--- src/rtl/spi_slave_pkg.sv ---
// Shared SPI slave definitions: opcodes, frame FSM states, controller command/response codes.
// Latency: n/a (types, constants and pure functions only).
// Backpressure: n/a.
package spi_slave_pkg;

    // Frame opcodes carried in byte 0 of every SPI frame
    localparam logic [7:0] OP_CMD   = 8'hC0;
    localparam logic [7:0] OP_WDATA = 8'hC2;
    localparam logic [7:0] OP_RESP  = 8'h81;
    localparam logic [7:0] OP_BUFRD = 8'h03;

    // Number of payload bytes following the opcode in CMD/WDATA/RESP frames
    localparam int unsigned WORD_BYTES = 4;

    // Frame decoder state
    typedef enum logic [2:0] {
        IDLE,
        OPCODE,
        CMD,
        WDATA,
        RESP,
        BUFRD,
        IGNORE
    } state_e;

    // Command words understood by the controller (carried in CMD frames)
    localparam logic [31:0] CMD_NOP     = 32'h0000_0000;
    localparam logic [31:0] CMD_ARM     = 32'h0000_0001;
    localparam logic [31:0] CMD_TRIGGER = 32'h0000_0002;
    localparam logic [31:0] CMD_STATUS  = 32'h0000_0003;
    localparam logic [31:0] CMD_FLUSH   = 32'h0000_0007;

    // Response words returned by the controller (read back with RESP frames)
    localparam logic [31:0] RESP_IDLE      = 32'h0000_0000;
    localparam logic [31:0] RESP_ARMED     = 32'h0000_0001;
    localparam logic [31:0] RESP_TRIGGERED = 32'h0000_0002;
    localparam logic [31:0] RESP_DONE      = 32'h0000_0005;
    localparam logic [31:0] RESP_ERROR     = 32'h0000_00FF;

    // Byte k (1..4) of a response word, most significant byte first; 0 outside that range
    function automatic logic [7:0] resp_byte(input logic [31:0] word, input logic [2:0] k);
        logic [7:0] b;
        b = 8'h00;
        case (k)
            3'd1:    b = word[31:24];
            3'd2:    b = word[23:16];
            3'd3:    b = word[15:8];
            3'd4:    b = word[7:0];
            default: b = 8'h00;
        endcase
        return b;
    endfunction

    // Frame type selected by the opcode byte; unknown opcodes are swallowed silently
    function automatic state_e decode_opcode(input logic [7:0] op);
        state_e s;
        case (op)
            OP_CMD:   s = CMD;
            OP_WDATA: s = WDATA;
            OP_RESP:  s = RESP;
            OP_BUFRD: s = BUFRD;
            default:  s = IGNORE;
        endcase
        return s;
    endfunction

endpackage

--- src/rtl/spi_sync_edge.sv ---
// Two-flop synchronizer for one asynchronous pin, plus single-cycle rise/fall pulses.
// Latency: level 2 clk after the pin; rise/fall pulse during the 3rd clk after the pin edge.
// Backpressure: none; pulses are emitted unconditionally.
module spi_sync_edge #(
    parameter logic RST_VAL = 1'b0
) (
    input  logic clk_i,
    input  logic rst_ni,
    input  logic din_i,
    output logic sync_o,
    output logic rise_o,
    output logic fall_o
);

    logic meta_q;
    logic sync_q;
    logic prev_q;

    // Metastability filter followed by a one-cycle history stage for edge detection
    always_ff @(posedge clk_i or negedge rst_ni) begin
        if (!rst_ni) begin
            meta_q <= RST_VAL;
            sync_q <= RST_VAL;
            prev_q <= RST_VAL;
        end else begin
            meta_q <= din_i;
            sync_q <= meta_q;
            prev_q <= sync_q;
        end
    end

    assign sync_o = sync_q;
    assign rise_o = sync_q & ~prev_q;
    assign fall_o = ~sync_q & prev_q;

endmodule

--- src/rtl/spi_frame_slave.sv ---
// SPI mode-0 slave: oversamples SCK/SS/MOSI, decodes 5-byte CMD/WDATA/RESP frames and streaming BUFRD reads.
// Latency: strobes 1 clk after the bit-40 SCK rise event; MISO 1 clk (RESP) / 3 clk (BUFRD) after the SCK fall event.
// Backpressure: none; the host paces everything, one FIFO pop is issued per BUFRD byte started.
module spi_frame_slave
    import spi_slave_pkg::*;
#(
    parameter int BUF_W = 8,
    parameter int CMD_W = 32
) (
    input  logic             inclk,
    input  logic             reset_n,
    input  logic             spi_clk,
    input  logic             spi_mosi,
    input  logic             spi_ss,
    output logic             spi_miso,
    output logic             cmd_valid,
    output logic [CMD_W-1:0] cmd_data,
    output logic             wr_valid,
    output logic [CMD_W-1:0] wr_data,
    input  logic [CMD_W-1:0] resp_word,
    output logic             buf_rd_req,
    input  logic [BUF_W-1:0] buf_rd_data,
    output logic             frame_active
);

    // Synchronized pin events
    logic sck_lvl_unused;
    logic sck_rise;
    logic sck_fall;
    logic ss_lvl;
    logic ss_rise;
    logic ss_fall;

    spi_sync_edge #(.RST_VAL(1'b0)) u_sync_sck (
        .clk_i  (inclk),
        .rst_ni (reset_n),
        .din_i  (spi_clk),
        .sync_o (sck_lvl_unused),
        .rise_o (sck_rise),
        .fall_o (sck_fall)
    );

    // SS idles high, so its synchronizer resets to 1 to avoid a spurious frame start
    spi_sync_edge #(.RST_VAL(1'b1)) u_sync_ss (
        .clk_i  (inclk),
        .rst_ni (reset_n),
        .din_i  (spi_ss),
        .sync_o (ss_lvl),
        .rise_o (ss_rise),
        .fall_o (ss_fall)
    );

    // MOSI only needs a level: it is stable for many clk around each SCK rise
    logic mosi_meta_q;
    logic mosi_q;

    // Two-flop synchronizer for MOSI, same depth as SCK so data and sample edge stay aligned
    always_ff @(posedge inclk or negedge reset_n) begin
        if (!reset_n) begin
            mosi_meta_q <= 1'b0;
            mosi_q      <= 1'b0;
        end else begin
            mosi_meta_q <= spi_mosi;
            mosi_q      <= mosi_meta_q;
        end
    end

    // Frame decoder state
    state_e           state_q,     state_d;
    logic [2:0]       bit_cnt_q,   bit_cnt_d;
    logic [2:0]       byte_cnt_q,  byte_cnt_d;   // saturates at 7; only "0..4 vs beyond" matters
    logic [CMD_W-1:0] rx_q,        rx_d;
    logic [BUF_W-1:0] tx_q,        tx_d;
    logic [CMD_W-1:0] resp_q,      resp_d;
    logic [CMD_W-1:0] cmd_data_q,  cmd_data_d;
    logic [CMD_W-1:0] wr_data_q,   wr_data_d;
    logic             cmd_valid_q, cmd_valid_d;
    logic             wr_valid_q,  wr_valid_d;
    logic             rd_req_q,    rd_req_d;
    logic             load_q,      load_d;        // FIFO byte is on buf_rd_data this cycle

    logic [CMD_W-1:0] rx_next;
    logic             byte_done;
    logic             byte_start;

    assign rx_next    = {rx_q[CMD_W-2:0], mosi_q};
    assign byte_done  = (bit_cnt_q == 3'd7);
    // A fall with the bit counter wrapped marks the start of payload byte byte_cnt_q
    assign byte_start = (bit_cnt_q == 3'd0) && (byte_cnt_q != 3'd0);

    // State and datapath registers; reset forces an idle, silent slave
    always_ff @(posedge inclk or negedge reset_n) begin
        if (!reset_n) begin
            state_q     <= IDLE;
            bit_cnt_q   <= 3'd0;
            byte_cnt_q  <= 3'd0;
            rx_q        <= '0;
            tx_q        <= '0;
            resp_q      <= '0;
            cmd_data_q  <= '0;
            wr_data_q   <= '0;
            cmd_valid_q <= 1'b0;
            wr_valid_q  <= 1'b0;
            rd_req_q    <= 1'b0;
            load_q      <= 1'b0;
        end else begin
            state_q     <= state_d;
            bit_cnt_q   <= bit_cnt_d;
            byte_cnt_q  <= byte_cnt_d;
            rx_q        <= rx_d;
            tx_q        <= tx_d;
            resp_q      <= resp_d;
            cmd_data_q  <= cmd_data_d;
            wr_data_q   <= wr_data_d;
            cmd_valid_q <= cmd_valid_d;
            wr_valid_q  <= wr_valid_d;
            rd_req_q    <= rd_req_d;
            load_q      <= load_d;
        end
    end

    // Next-state: SS edges frame everything, SCK rise samples MOSI, SCK fall loads/shifts MISO
    always_comb begin
        state_d     = state_q;
        bit_cnt_d   = bit_cnt_q;
        byte_cnt_d  = byte_cnt_q;
        rx_d        = rx_q;
        tx_d        = tx_q;
        resp_d      = resp_q;
        cmd_data_d  = cmd_data_q;
        wr_data_d   = wr_data_q;
        cmd_valid_d = 1'b0;
        wr_valid_d  = 1'b0;
        rd_req_d    = 1'b0;
        load_d      = rd_req_q;

        if (ss_rise) begin
            // End or abort of frame: drop any pending FIFO byte, keep held words
            state_d    = IDLE;
            bit_cnt_d  = 3'd0;
            byte_cnt_d = 3'd0;
            tx_d       = '0;
            load_d     = 1'b0;
        end else if (ss_fall) begin
            state_d    = OPCODE;
            bit_cnt_d  = 3'd0;
            byte_cnt_d = 3'd0;
            rx_d       = '0;
            tx_d       = '0;
            load_d     = 1'b0;
        end else if (state_q != IDLE) begin
            // FIFO data arrives two cycles after the byte-start fall, well inside the SCK low phase
            if (load_q && (state_q == BUFRD)) begin
                tx_d = buf_rd_data;
            end

            if (sck_rise) begin
                rx_d      = rx_next;
                bit_cnt_d = bit_cnt_q + 3'd1;
                if (byte_done) begin
                    if (byte_cnt_q != 3'd7) begin
                        byte_cnt_d = byte_cnt_q + 3'd1;
                    end
                    if (state_q == OPCODE) begin
                        state_d = decode_opcode(rx_next[7:0]);
                    end
                    // Byte 4 completes bit 40: the shift register now holds exactly the payload word
                    if (byte_cnt_q == 3'd4) begin
                        if (state_q == CMD) begin
                            cmd_valid_d = 1'b1;
                            cmd_data_d  = rx_next;
                        end
                        if (state_q == WDATA) begin
                            wr_valid_d = 1'b1;
                            wr_data_d  = rx_next;
                        end
                    end
                end
            end else if (sck_fall) begin
                if (byte_start) begin
                    case (state_q)
                        RESP: begin
                            // Freeze the response at byte 1 so the 4 bytes are coherent
                            if (byte_cnt_q == 3'd1) begin
                                resp_d = resp_word;
                                tx_d   = BUF_W'(resp_byte(resp_word, 3'd1));
                            end else begin
                                tx_d   = BUF_W'(resp_byte(resp_q, byte_cnt_q));
                            end
                        end
                        BUFRD: begin
                            rd_req_d = 1'b1;
                            tx_d     = '0;
                        end
                        default: tx_d = '0;
                    endcase
                end else begin
                    tx_d = {tx_q[BUF_W-2:0], 1'b0};
                end
            end
        end
    end

    assign spi_miso     = tx_q[BUF_W-1] & ~spi_ss;
    assign cmd_valid    = cmd_valid_q;
    assign cmd_data     = cmd_data_q;
    assign wr_valid     = wr_valid_q;
    assign wr_data      = wr_data_q;
    assign buf_rd_req   = rd_req_q;
    assign frame_active = ~ss_lvl;

endmodule

--- config.mk ---
export PLATFORM = sky130hd
export DESIGN_NAME = spi_frame_slave
export DESIGN_NICKNAME = d
export VERILOG_FILES = /design/src/rtl/spi_slave_pkg.sv /design/src/rtl/spi_sync_edge.sv /design/src/rtl/spi_frame_slave.sv
export SDC_FILE = /design/constraint.sdc
export NUM_CORES = 1
export LEC_CHECK = 0
export ABC_AREA = 1
export CAP_MARGIN = 20
export CELL_PAD_IN_SITES_DETAIL_PLACEMENT = 1
export CELL_PAD_IN_SITES_GLOBAL_PLACEMENT = 1
export CORE_MARGIN = 2
export CORE_UTILIZATION = 36
export DETAILED_ROUTE_END_ITERATION = 10
export GPL_ROUTABILITY_DRIVEN = 0
export PLACE_DENSITY = 0.74
export SETUP_SLACK_MARGIN = 0.05
export SYNTH_ARGS = -nofsm -noshare
export SYNTH_HDL_FRONTEND = slang
export SYNTH_SLANG_ARGS = --single-unit
--- constraint.sdc ---
create_clock -name inclk -period 1.8 [get_ports inclk]
set_input_delay 0.54 -clock inclk [delete_from_list [all_inputs] [get_ports inclk]]
set_output_delay 0.54 -clock inclk [all_outputs]
set_load 0.02 [all_outputs]
==> flow_metrics.py, run 1 <==
metrics = {
    "run_status": {
        "violations": "negative setup slack",
        "status": "finished with violations",
    },
    "place": {
        "hpwl_um": 11650,
        "port_buffers": 113,
        "dpl_cell_area_um2": 7823,
        "dp_slack_ns": -0.4549,
        "dp_cells": 1013,
    },
    "critical_path": {
        "r2r_start": "u_sync_ss.sync_o$_DFF_PN1_",
        "path_cells": "inv_2, ha_4, inv_4, nor3_4, buf_6, nand2_8, buf_8, buf_16, nand2_4, o21ai_1",
        "reg2reg_depth": 10,
        "r2r_slack_ns": -0.18,
        "arrival_ns": 2.29,
        "critPathCaptureType": "register",
        "crit_path_start_kind": "register",
        "crit_slowest_cell": "dfstp_2",
        "r2r-end": "wr_data[17]$_DFFE_PN0P_",
        "max_stage_delay_ns": 0.54,
        "cp.required_ns": 2.12,
        "path_max_fanout": 8,
        "crit_type": "register to register",
    },
    "layout": {
        "layout.cells.non_filler": 1080,
        "drive_above_1_share_pct": 30.88,
        "fill_cells": 1833,
        "fin_nets": 898,
        "area_delta_synth_final_pct": 56.16,
        "antennaDiodeCount": 0,
        "layout_common_cells": "dfrtp_1, nand2_1, inv_1, dlygate4sd2_1, o21ai_2",
        "final_common_cell": "dfrtp_1",
        "multi_input_area_um2": 2829,
        "design_area_um2": 9693,
        "seq_area_um2": 3709,
        "final_core_util_pct": 56.83,
    },
    "floorplanning": {
        "die_w_um": 135.3,
        "ios": 114,
        "start_util_pct": 36.39,
        "dieHeight_um": 135.3,
        "row_count": 48,
        "fp.dieArea_um2": 18310,
        "core_um2": 17060,
    },
    "synthesis": {
        "synth_fp_nets": 728,
        "syn_inst": 672,
        "synth.cell_area_um2": 6207,
        "synth.area.top_cells": "dfrtp_1, nand2_1, o21ai_0",
        "seq_area_frac_synth_pct": 59.73,
        "yosysWarnings": 0,
        "synth_seq_cells": 148,
        "yosysTopAreaCellShare_pct": 58.46,
        "synth_top_area_cell": "dfrtp_1",
        "syn_avg_cell_area_um2": 9.237,
        "synth_cell_type_count": 31,
    },
    "power_and_ir_drop": {
        "combPwrFrac_pct": 19.5,
        "vdd_ir_drop_max_uv": 768.0,
        "netSwitchingFraction_pct": 31.12,
        "p_clk_share_pct": 39.3,
        "intPower_mw": 6.227,
        "power.share.sequential_pct": 41.2,
        "cellPowerDensity_nw_per_um2": 932.8,
        "p_leak_nw": 4.569,
        "p_sw_mw": 2.814,
    },
    "clock_network": {
        "cts.sinks": 148,
        "cts_buffer_depth": 2,
        "htree_levels": 4,
        "cts_tree": "built",
        "path_clk_slew_ns": 0.07,
        "clk_latency_ns": 0.44,
        "postCtsHoldBufs": 0,
        "cts-buffers-inserted": 17,
        "cts_root_buf": "clkbuf_16",
    },
    "sta": {
        "final_hold_viol_count": 0,
        "min_period_ns": 1.978,
        "finalClockSkew_ns": 0.01291,
        "rsz0062_at_grt": "yes",
        "fin_hold_ws_ns": 0.02666,
        "fin_crit_sh_pct": 109.9,
        "worst_pin_slew_ns": 0.5134,
        "finalWorstSetupSlack_ns": -0.1783,
        "drv_slew": 0,
        "clock.fmax_mhz": 505.5,
        "max_slew_margin_pct": 65.78,
        "finalSetupViolations": 57,
    },
    "drt": {
        "ant_nets": 0,
        "wl_um": 22060,
        "wl_per_cell_um": 20.42,
        "first_pass_iters": 6,
        "drc": 0,
        "drt-initial-drc-count": 303,
        "via_per_inst": 5.228,
        "vias": 5646,
    },
    "grt": {
        "grt_pass1_vias": 6208,
        "grt_start_max_net_pins": 48,
        "grt_overflow": 0,
        "grt_use_total_pct": 24.18,
        "antenna_found_initial": 0,
        "grt_pass1_wl_um": 33560,
    },
    "job": {
        "maxCapViolCount": 0,
    },
    "worst_hold_path": {
        "hold_path_class": "input port to async pin",
    },
}
synth_stat cells:
| cell | n |
|---|---|
| o21ai_0 | 55 |
| nand2_4 | 1 |
| nand2_2 | 2 |
| dfrtp_1 | 145 |
| o31ai_1 | 1 |
| o211ai_1 | 2 |
| nor2_1 | 11 |
| nor3_1 | 3 |
| buf_4 | 2 |
| inv_1 | 65 |
| nor2_4 | 1 |
| buf_6 | 2 |
| nand2_1 | 195 |
| a21oi_1 | 16 |
| nand3_1 | 47 |
| nor4_1 | 2 |
| buf_2 | 9 |
| o21ai_1 | 30 |
| inv_2 | 6 |
| nand4_1 | 3 |
| a22o_1 | 3 |
| ha_1 | 11 |
| or2_2 | 1 |
| o22ai_1 | 34 |
| nor2_2 | 3 |
| clkbuf_1 | 14 |
| nor2_8 | 1 |
| nor3_4 | 1 |
| nand3_4 | 1 |
| nor4_2 | 2 |
| dfstp_2 | 3 |
timing repair:
action / CTS / global route
pin swaps: 9 / 16
buffers inserted: 17 / 5
gates cloned: 16 / 2
setup endpoints to repair: 180 / 127
gates resized for setup: 237 / 119
stage by stage:
stage	power, mW	setup TNS, ns
after CTS	8.814	-3.941
final	9.041	-5.331
after detailed placement	5.181	-3.088
after floorplan	4.564	0
after global routing	9.394	-9.300
after global placement	5.117	-1.669
worst max-delay path by stage:
stage | start | to | slack, ns | cells after the start
finish | u_sync_ss.sync_o$_DFF_PN1_ | wr_data[17]$_DFFE_PN0P_ | -0.18 | 10
detailed placement | spi_ss | spi_miso | -0.45 | 3
global route | bit_cnt_q[1]$_DFFE_PN0P_ | wr_data[17]$_DFFE_PN0P_ | -0.24 | 10
global placement | spi_ss | spi_miso | -0.42 | 3
CTS | u_sync_ss.sync_o$_DFF_PN1_ | frame_active | -0.12 | 4
floorplan | u_sync_ss.sync_o$_DFF_PN1_ | wr_data[10]$_DFFE_PN0P_ | 0.05 | 8
power by group through the flow:
| stage | Sequential, mW | Clock (mW) | Combinational (mW) |
|---|---|---|---|
| 4_1_cts | 3.71 | 3.55 | 1.55 |
| 6_report | 3.73 | 3.55 | 1.76 |
| 3_3_place_gp | 3.74 | 0 | 1.38 |
| 5_1_grt | 3.75 | 3.72 | 1.93 |
| 2_1_floorplan | 3.71 | 0 | 0.855 |
| 3_5_place_dp | 3.75 | 0 | 1.43 |
cell families (layout without fill, tap and decap cells):
group | count (synthesis) | after routing | share of synthesized area [%]
buf+inv | 98 | 280 | 6.470
simple gates | 274 | 275 | 19.23
compound gates | 141 | 141 | 12.36
flops | 148 | 148 | 59.73
fa+ha+maj | 11 | 11 | 2.217
sequential cells by signal, indices dropped and copies added (netlist names), 3 cells and up:
signal / flops
bit_cnt_q: 3
byte_cnt_q: 3
cmd_data: 32
resp_q: 24
rx_q: 31
state_q: 3
tx_q: 8
wr_data: 32
worst max-delay path, delay by kind of cell, from the launching register on:
| kind | cells | cell delay [ns] |
|---|---|---|
| DFF | 1 | 0.54 |
| AOI/OAI and AO/OA | 1 | 0.07 |
| buffers and inverters | 5 | 0.60 |
| adders and majority gates | 1 | 0.28 |
| and+or+nand+nor | 3 | 0.35 |
routing by layer:
metal / track usage [%] / part of all wire [%] / vias up
li1: - / - / 2556
met1: 30.71 / 40 / 2907
met2: 42.05 / 52 / 160
met3: 4.227 / 5.6 / 23
met4: 7.928 / 1.6 / 0
met5: 0 / 0 / -
final cells by class:
| class | instances | share of cell area [%] |
|---|---|---|
| sequential | 148 | 38.26 |
| multi-input combinational | 427 | 29.19 |
| timing repair buffer | 177 | 20.82 |
| clock buffer | 18 | 4.531 |
| tap | 225 | 2.904 |
| inverter | 71 | 2.840 |
| clock inverter | 14 | 1.459 |
(Power assumes the default switching activity.)
==> run 2: changes to the inputs <==
--- a/config.mk
+++ b/config.mk
@@ -15,6 +15,7 @@
 export GPL_ROUTABILITY_DRIVEN = 0
 export PLACE_DENSITY = 0.74
 export SETUP_SLACK_MARGIN = 0.05
+export SLEW_MARGIN = 20
 export SYNTH_ARGS = -nofsm -noshare
 export SYNTH_HDL_FRONTEND = slang
 export SYNTH_SLANG_ARGS = --single-unit
==> results of run 2 <==
The final DEF is identical to that of run 1; final timing and power are the same.
==> edit 1 (settings of run 2) <==
Make the reset (`reset_n` and `rst_ni`) synchronous in 3 clocked blocks. Comments in the files are not updated.
--- a/src/rtl/spi_sync_edge.sv
+++ b/src/rtl/spi_sync_edge.sv
@@ -17,7 +17,7 @@
     logic prev_q;
 
     // Metastability filter followed by a one-cycle history stage for edge detection
-    always_ff @(posedge clk_i or negedge rst_ni) begin
+    always_ff @(posedge clk_i) begin
         if (!rst_ni) begin
             meta_q <= RST_VAL;
             sync_q <= RST_VAL;
--- a/src/rtl/spi_frame_slave.sv
+++ b/src/rtl/spi_frame_slave.sv
@@ -55,7 +55,7 @@
     logic mosi_q;
 
     // Two-flop synchronizer for MOSI, same depth as SCK so data and sample edge stay aligned
-    always_ff @(posedge inclk or negedge reset_n) begin
+    always_ff @(posedge inclk) begin
         if (!reset_n) begin
             mosi_meta_q <= 1'b0;
             mosi_q      <= 1'b0;
@@ -89,7 +89,7 @@
     assign byte_start = (bit_cnt_q == 3'd0) && (byte_cnt_q != 3'd0);
 
     // State and datapath registers; reset forces an idle, silent slave
-    always_ff @(posedge inclk or negedge reset_n) begin
+    always_ff @(posedge inclk) begin
         if (!reset_n) begin
             state_q     <= IDLE;
             bit_cnt_q   <= 3'd0;
Check against the original RTL: differs if reset_n is asserted again (counterexample within 4 cycles, from zero or initial values and one cycle with reset_n low); with reset_n held inactive, the same outputs for 4 cycles.
==> edit 1 against run 2 <==
  * The run still ends with setup timing left
  * Non-clock buffer count is 9 higher
  * First-iteration DRC count is 15% higher
  * Setup slack better by 0.093 ns
  * Cell area is 3.3% lower
  * Routed wire length is 6.0% higher
  * Maximum frequency is 4.9% higher
  * Synthesized area is 0.89% lower
  * Hold slack better by 0.40 ns
  * Global-route usage is 1.9 points higher
  * Sequential cell count stayed put
  * Via count is 11% higher
  * Count of clock-buffer cells in the layout stayed put
Power is not compared: it rests on default switching activity, and its combinational part moved more than twofold at a synthesized area within 25%.
==> edit 1: results (changes against run 2) <==
outcome finished, violations left (unchanged); failing checks setup timing (unchanged); dpl hpwl 12000 µm (was 11650 µm); leakage power between 4 and 5 nW; crit path time final 1.886 ns (was 1.978 ns); initial DRC count 347 (was 303); Synthesized Nets 895 (was 728); largest net degree at the start of global routing 96 (was 48); final std cells w/o fill 1232 (was 1080); Port Buf Inserts 113 (unchanged); initial antenna violation count 1 (was 0); worst hold path class flop to flop (was input pin to asynchronous set/reset pin); H-tree depth 4 (unchanged); global-route wire length before repair 36370 µm (was 33560 µm); TritonCTS Buffers 17 (unchanged); syn_area_per_cell 7.333 µm² (was 9.237 µm²); Area contributors post-synth dfxtp_1, nor2_1, nand2_1, o21ai_0, inv_1 (was dfrtp_1, nand2_1, o21ai_0, inv_1, nand3_1); CP max stage delay 0.38 ns (was 0.54 ns); Max VDD drop 699.3 µV; clk_skew 0.01750 ns (was 0.01291 ns); Worst slew margin 62.93% (was 65.78%); clock-pin transition on the worst setup and hold timing paths approximately 0.060 ns; fillcell total 1976 (was 1833); total negative slack -2.195 ns (was -5.331 ns); wire length per cell 18.97 µm (was 20.42 µm); CP max FO 5 (was 8); n_diodes 0 (unchanged); Worst-Skew Late Latency 0.44 ns (about the same); vias in the first global route 6762 (was 6208); Yosys cell types 30 (was 31); Synth async-reset ratio 0% (was 100.0%); total track usage 26.13% (was 24.18%); drt via density 5.065 (was 5.228); Root Buffer clkbuf_16 (unchanged); Setup WS post-layout -0.08555 ns (was -0.1783 ns); nets@finish 1055 (was 898); slowest cell on the critical path dfxtp_4 (was dfstp_2); final setup violation count 64 (was 57); dpl cell area 7719 µm² (was 7823 µm²); total gr overflow 0 (unchanged); Clock Tree Buf Depth 2 (unchanged); Worst path top cell family by delay simple AND/OR/NAND/NOR gates (was buffers and inverters); Reg area 2970 µm² (was 3709 µm²); share of layout cells above drive strength 1 26.68% (was 30.88%); register area share after synthesis 48.16% (was 59.73%); commonest cells in the netlist nor2_1, dfxtp_1, nand2_1 (was nand2_1, dfrtp_1, inv_1); Arr. time, crit path 2.21 ns (was 2.29 ns); DR pass1 iterations 4 (was 6)
==> edit 1: cell count changes after synthesis, sizes merged, moves of 8 or more <==
cell	change
clkbuf	+10
dfxtp	+148
o22ai	-34
inv	+21
a21oi	+13
o21ai	+11
nor2	+180
nand2	-63
a22oi	+25
buf	+8
dfrtp	-145
==> edit 1: final cells by class <==
class	instances	area share (%)
multi-input cells	552	33.68
flip-flops and latches	148	31.70
repair buffers	186	21.57
clock buffers	18	4.687
inverters	94	4.073
well taps	220	2.938
clock inverters	14	1.349
==> edit 1: routing by layer <==
layer / GRT usage, % / wire length (µm) / up-vias
li1: - / - / 2981
met1: 29.72 / 9719 / 3075
met2: 46.64 / 12130 / 132
met4: 12.51 / 639 / 2
met5: 0 / 7 / -
met3: 5.368 / 882 / 50
==> edit 1: cell families after synthesis <==
| family | count (synthesis) | synth area share, % |
|---|---|---|
| AO/OA/AOI/OAI | 153 | 13.83 |
| adder cells (fa/ha/maj) | 11 | 2.237 |
| buffers and inverters | 139 | 10.09 |
| flip-flops | 148 | 48.16 |
| AND/OR/NAND/NOR | 388 | 25.69 |
==> edit 1: power breakdown <==
part           switching (mW)  internal, mW
Combinational           0.191         0.174
Clock                    1.56          1.96
Sequential            0.00959          3.28
Total                    1.76          5.41
==> edit 1: worst paths after layout <==
check	startpoint	endpoint	slack [ns]	depth (start not counted)
worst max-delay path	bit_cnt_q[0]	wr_data[20]	-0.09	11
worst min-delay path	u_sync_ss.meta_q	u_sync_ss.sync_o	0.43	1
worst max register to register	bit_cnt_q[0]	wr_data[20]	-0.09	11
worst min register to register	u_sync_ss.meta_q	u_sync_ss.sync_o	0.43	1
==> edit 1: per-stage QoR <==
step	setup WS, ns	total power, mW
floorplan	0.07930	3.497
global placement	-0.4093	3.672
detailed placement	-0.4437	3.674
CTS	-0.1133	7.138
global route	-0.1537	7.399
finish	-0.08555	7.175
==> edit 1: timing repair <==
action,CTS,global route
setup buffers,25,10
gates cloned,17,0
endpoints found under the setup margin,127,139
resized for setup,285,101
pin swaps,51,49
==> edit 2 (settings of run 2) <==
Without the edit above. `RST_VAL` is set to 1'b0 in 2 places; all go to 1'b1.
--- a/src/rtl/spi_sync_edge.sv
+++ b/src/rtl/spi_sync_edge.sv
@@ -2,7 +2,7 @@
 // Latency: level 2 clk after the pin; rise/fall pulse during the 3rd clk after the pin edge.
 // Backpressure: none; pulses are emitted unconditionally.
 module spi_sync_edge #(
-    parameter logic RST_VAL = 1'b0
+    parameter logic RST_VAL = 1'b1
 ) (
     input  logic clk_i,
     input  logic rst_ni,
--- a/src/rtl/spi_frame_slave.sv
+++ b/src/rtl/spi_frame_slave.sv
@@ -31,7 +31,7 @@
     logic ss_rise;
     logic ss_fall;
 
-    spi_sync_edge #(.RST_VAL(1'b0)) u_sync_sck (
+    spi_sync_edge #(.RST_VAL(1'b1)) u_sync_sck (
         .clk_i  (inclk),
         .rst_ni (reset_n),
         .din_i  (spi_clk),
Function: not settled (the Yosys comparison gave no result); the edit may change what the design does.
==> edit 2 against run 2 <==
  * Highest routed layer unchanged
  * Final cell count is essentially flat
  * Total power grew 1.8%
  * Cell area shrank 0.21%
  * Combinational power grew 4%
  * Global-route usage shrank 0.083 points
  * Synthesized area is essentially flat
  * Maximum frequency grew 1.6%
  * Sequential share of layout area grew 0.12 points
  * Setup slack gained 0.032 ns
  * Utilization shrank 0.12 points
  * Routed wire length shrank 0.70%
  * Sequential cell count is the same
  * The flow still finishes with violations (setup timing)
==> edit 2: results (changes against run 2) <==
drt via density 5.249 (was 5.228); leakage power 4.593 nW (was 4.569 nW); global-route wire length before repair 33770 µm (was 33560 µm); final std cells w/o fill 1079 (was 1080); Area contributors post-synth dfrtp_1, nand2_1, o21ai_0, inv_1, nand3_1 (unchanged); setup bufs post-CTS 18 (was 17); dpl hpwl 11670 µm (was 11650 µm); Worst path top cell family by delay simple AND/OR/NAND/NOR gates (was buffers and inverters); syn_area_per_cell 9.242 µm² (was 9.237 µm²); Adder-Cell Fraction of Synth Area 2.216% (was 2.217%); multi-input logic area 2850 µm² (was 2829 µm²); dpl cell area 7824 µm² (was 7823 µm²); Max VDD drop 757.7 µV (was 768.0 µV); setup slack at placement -0.4384 ns (was -0.4549 ns); clk_skew 0.01076 ns (was 0.01291 ns); Worst slew margin 73.50% (was 65.78%); met2 WL 11570 µm (was 11550 µm); nets@finish 899 (was 898); largest net degree at the start of global routing 44 (was 48); register area share after synthesis 59.75% (was 59.73%); fillcell total 1834 (was 1833); grt met3 use 4.564% (was 4.227%); Resized Gates After CTS 235 (was 237); commonest cells in the netlist nand2_1, dfrtp_1, inv_1 (unchanged); Setup crit end cmd_data[15] (was wr_data[17]); failing checks setup timing (unchanged); slowest cell on the critical path dfrtp_1 (was dfstp_2); Synth Area in Compound Gates 12.35% (was 12.36%); CP max stage delay 0.37 ns (was 0.54 ns); Worst Reg2Reg Path Length in Cells 9 (was 10); Setup WS post-layout -0.1466 ns (was -0.1783 ns); outcome finished, violations left (unchanged); DR pass1 iterations 4 (was 6); final setup violation count 60 (was 57); total track usage 24.10% (was 24.18%); M1 wire length 8973 µm (was 8916 µm)
-- edit 2: worst reg2reg max path: stages, from the launching register on --
cell,delay [ns]
dfrtp_1,0.37
ha_1,0.17
ha_1,0.22
inv_1,0.12
nor3_4,0.31
nand2_4,0.15
buf_12,0.18
clkbuf_16,0.17
nand2_2,0.07
o21ai_1,0.07
-- edit 2: area by class of cell --
class | instances | area share, %
clock buffers | 19 | 4.579
clock inverters | 11 | 1.565
inverters | 71 | 2.833
multi-input cells | 427 | 29.47
well taps | 225 | 2.910
repair buffers | 178 | 20.27
flip-flops and latches | 148 | 38.38
-- edit 2: power groups by stage --
stage                     logic, mW  registers [mW]  clock network [mW]
after floorplan               0.855            3.71                   0
after global placement         1.38            3.74                   0
after detailed placement       1.45            3.76                   0
after CTS                      1.64            3.72                3.68
after global routing           2.02            3.75                3.82
final                          1.83            3.73                3.64
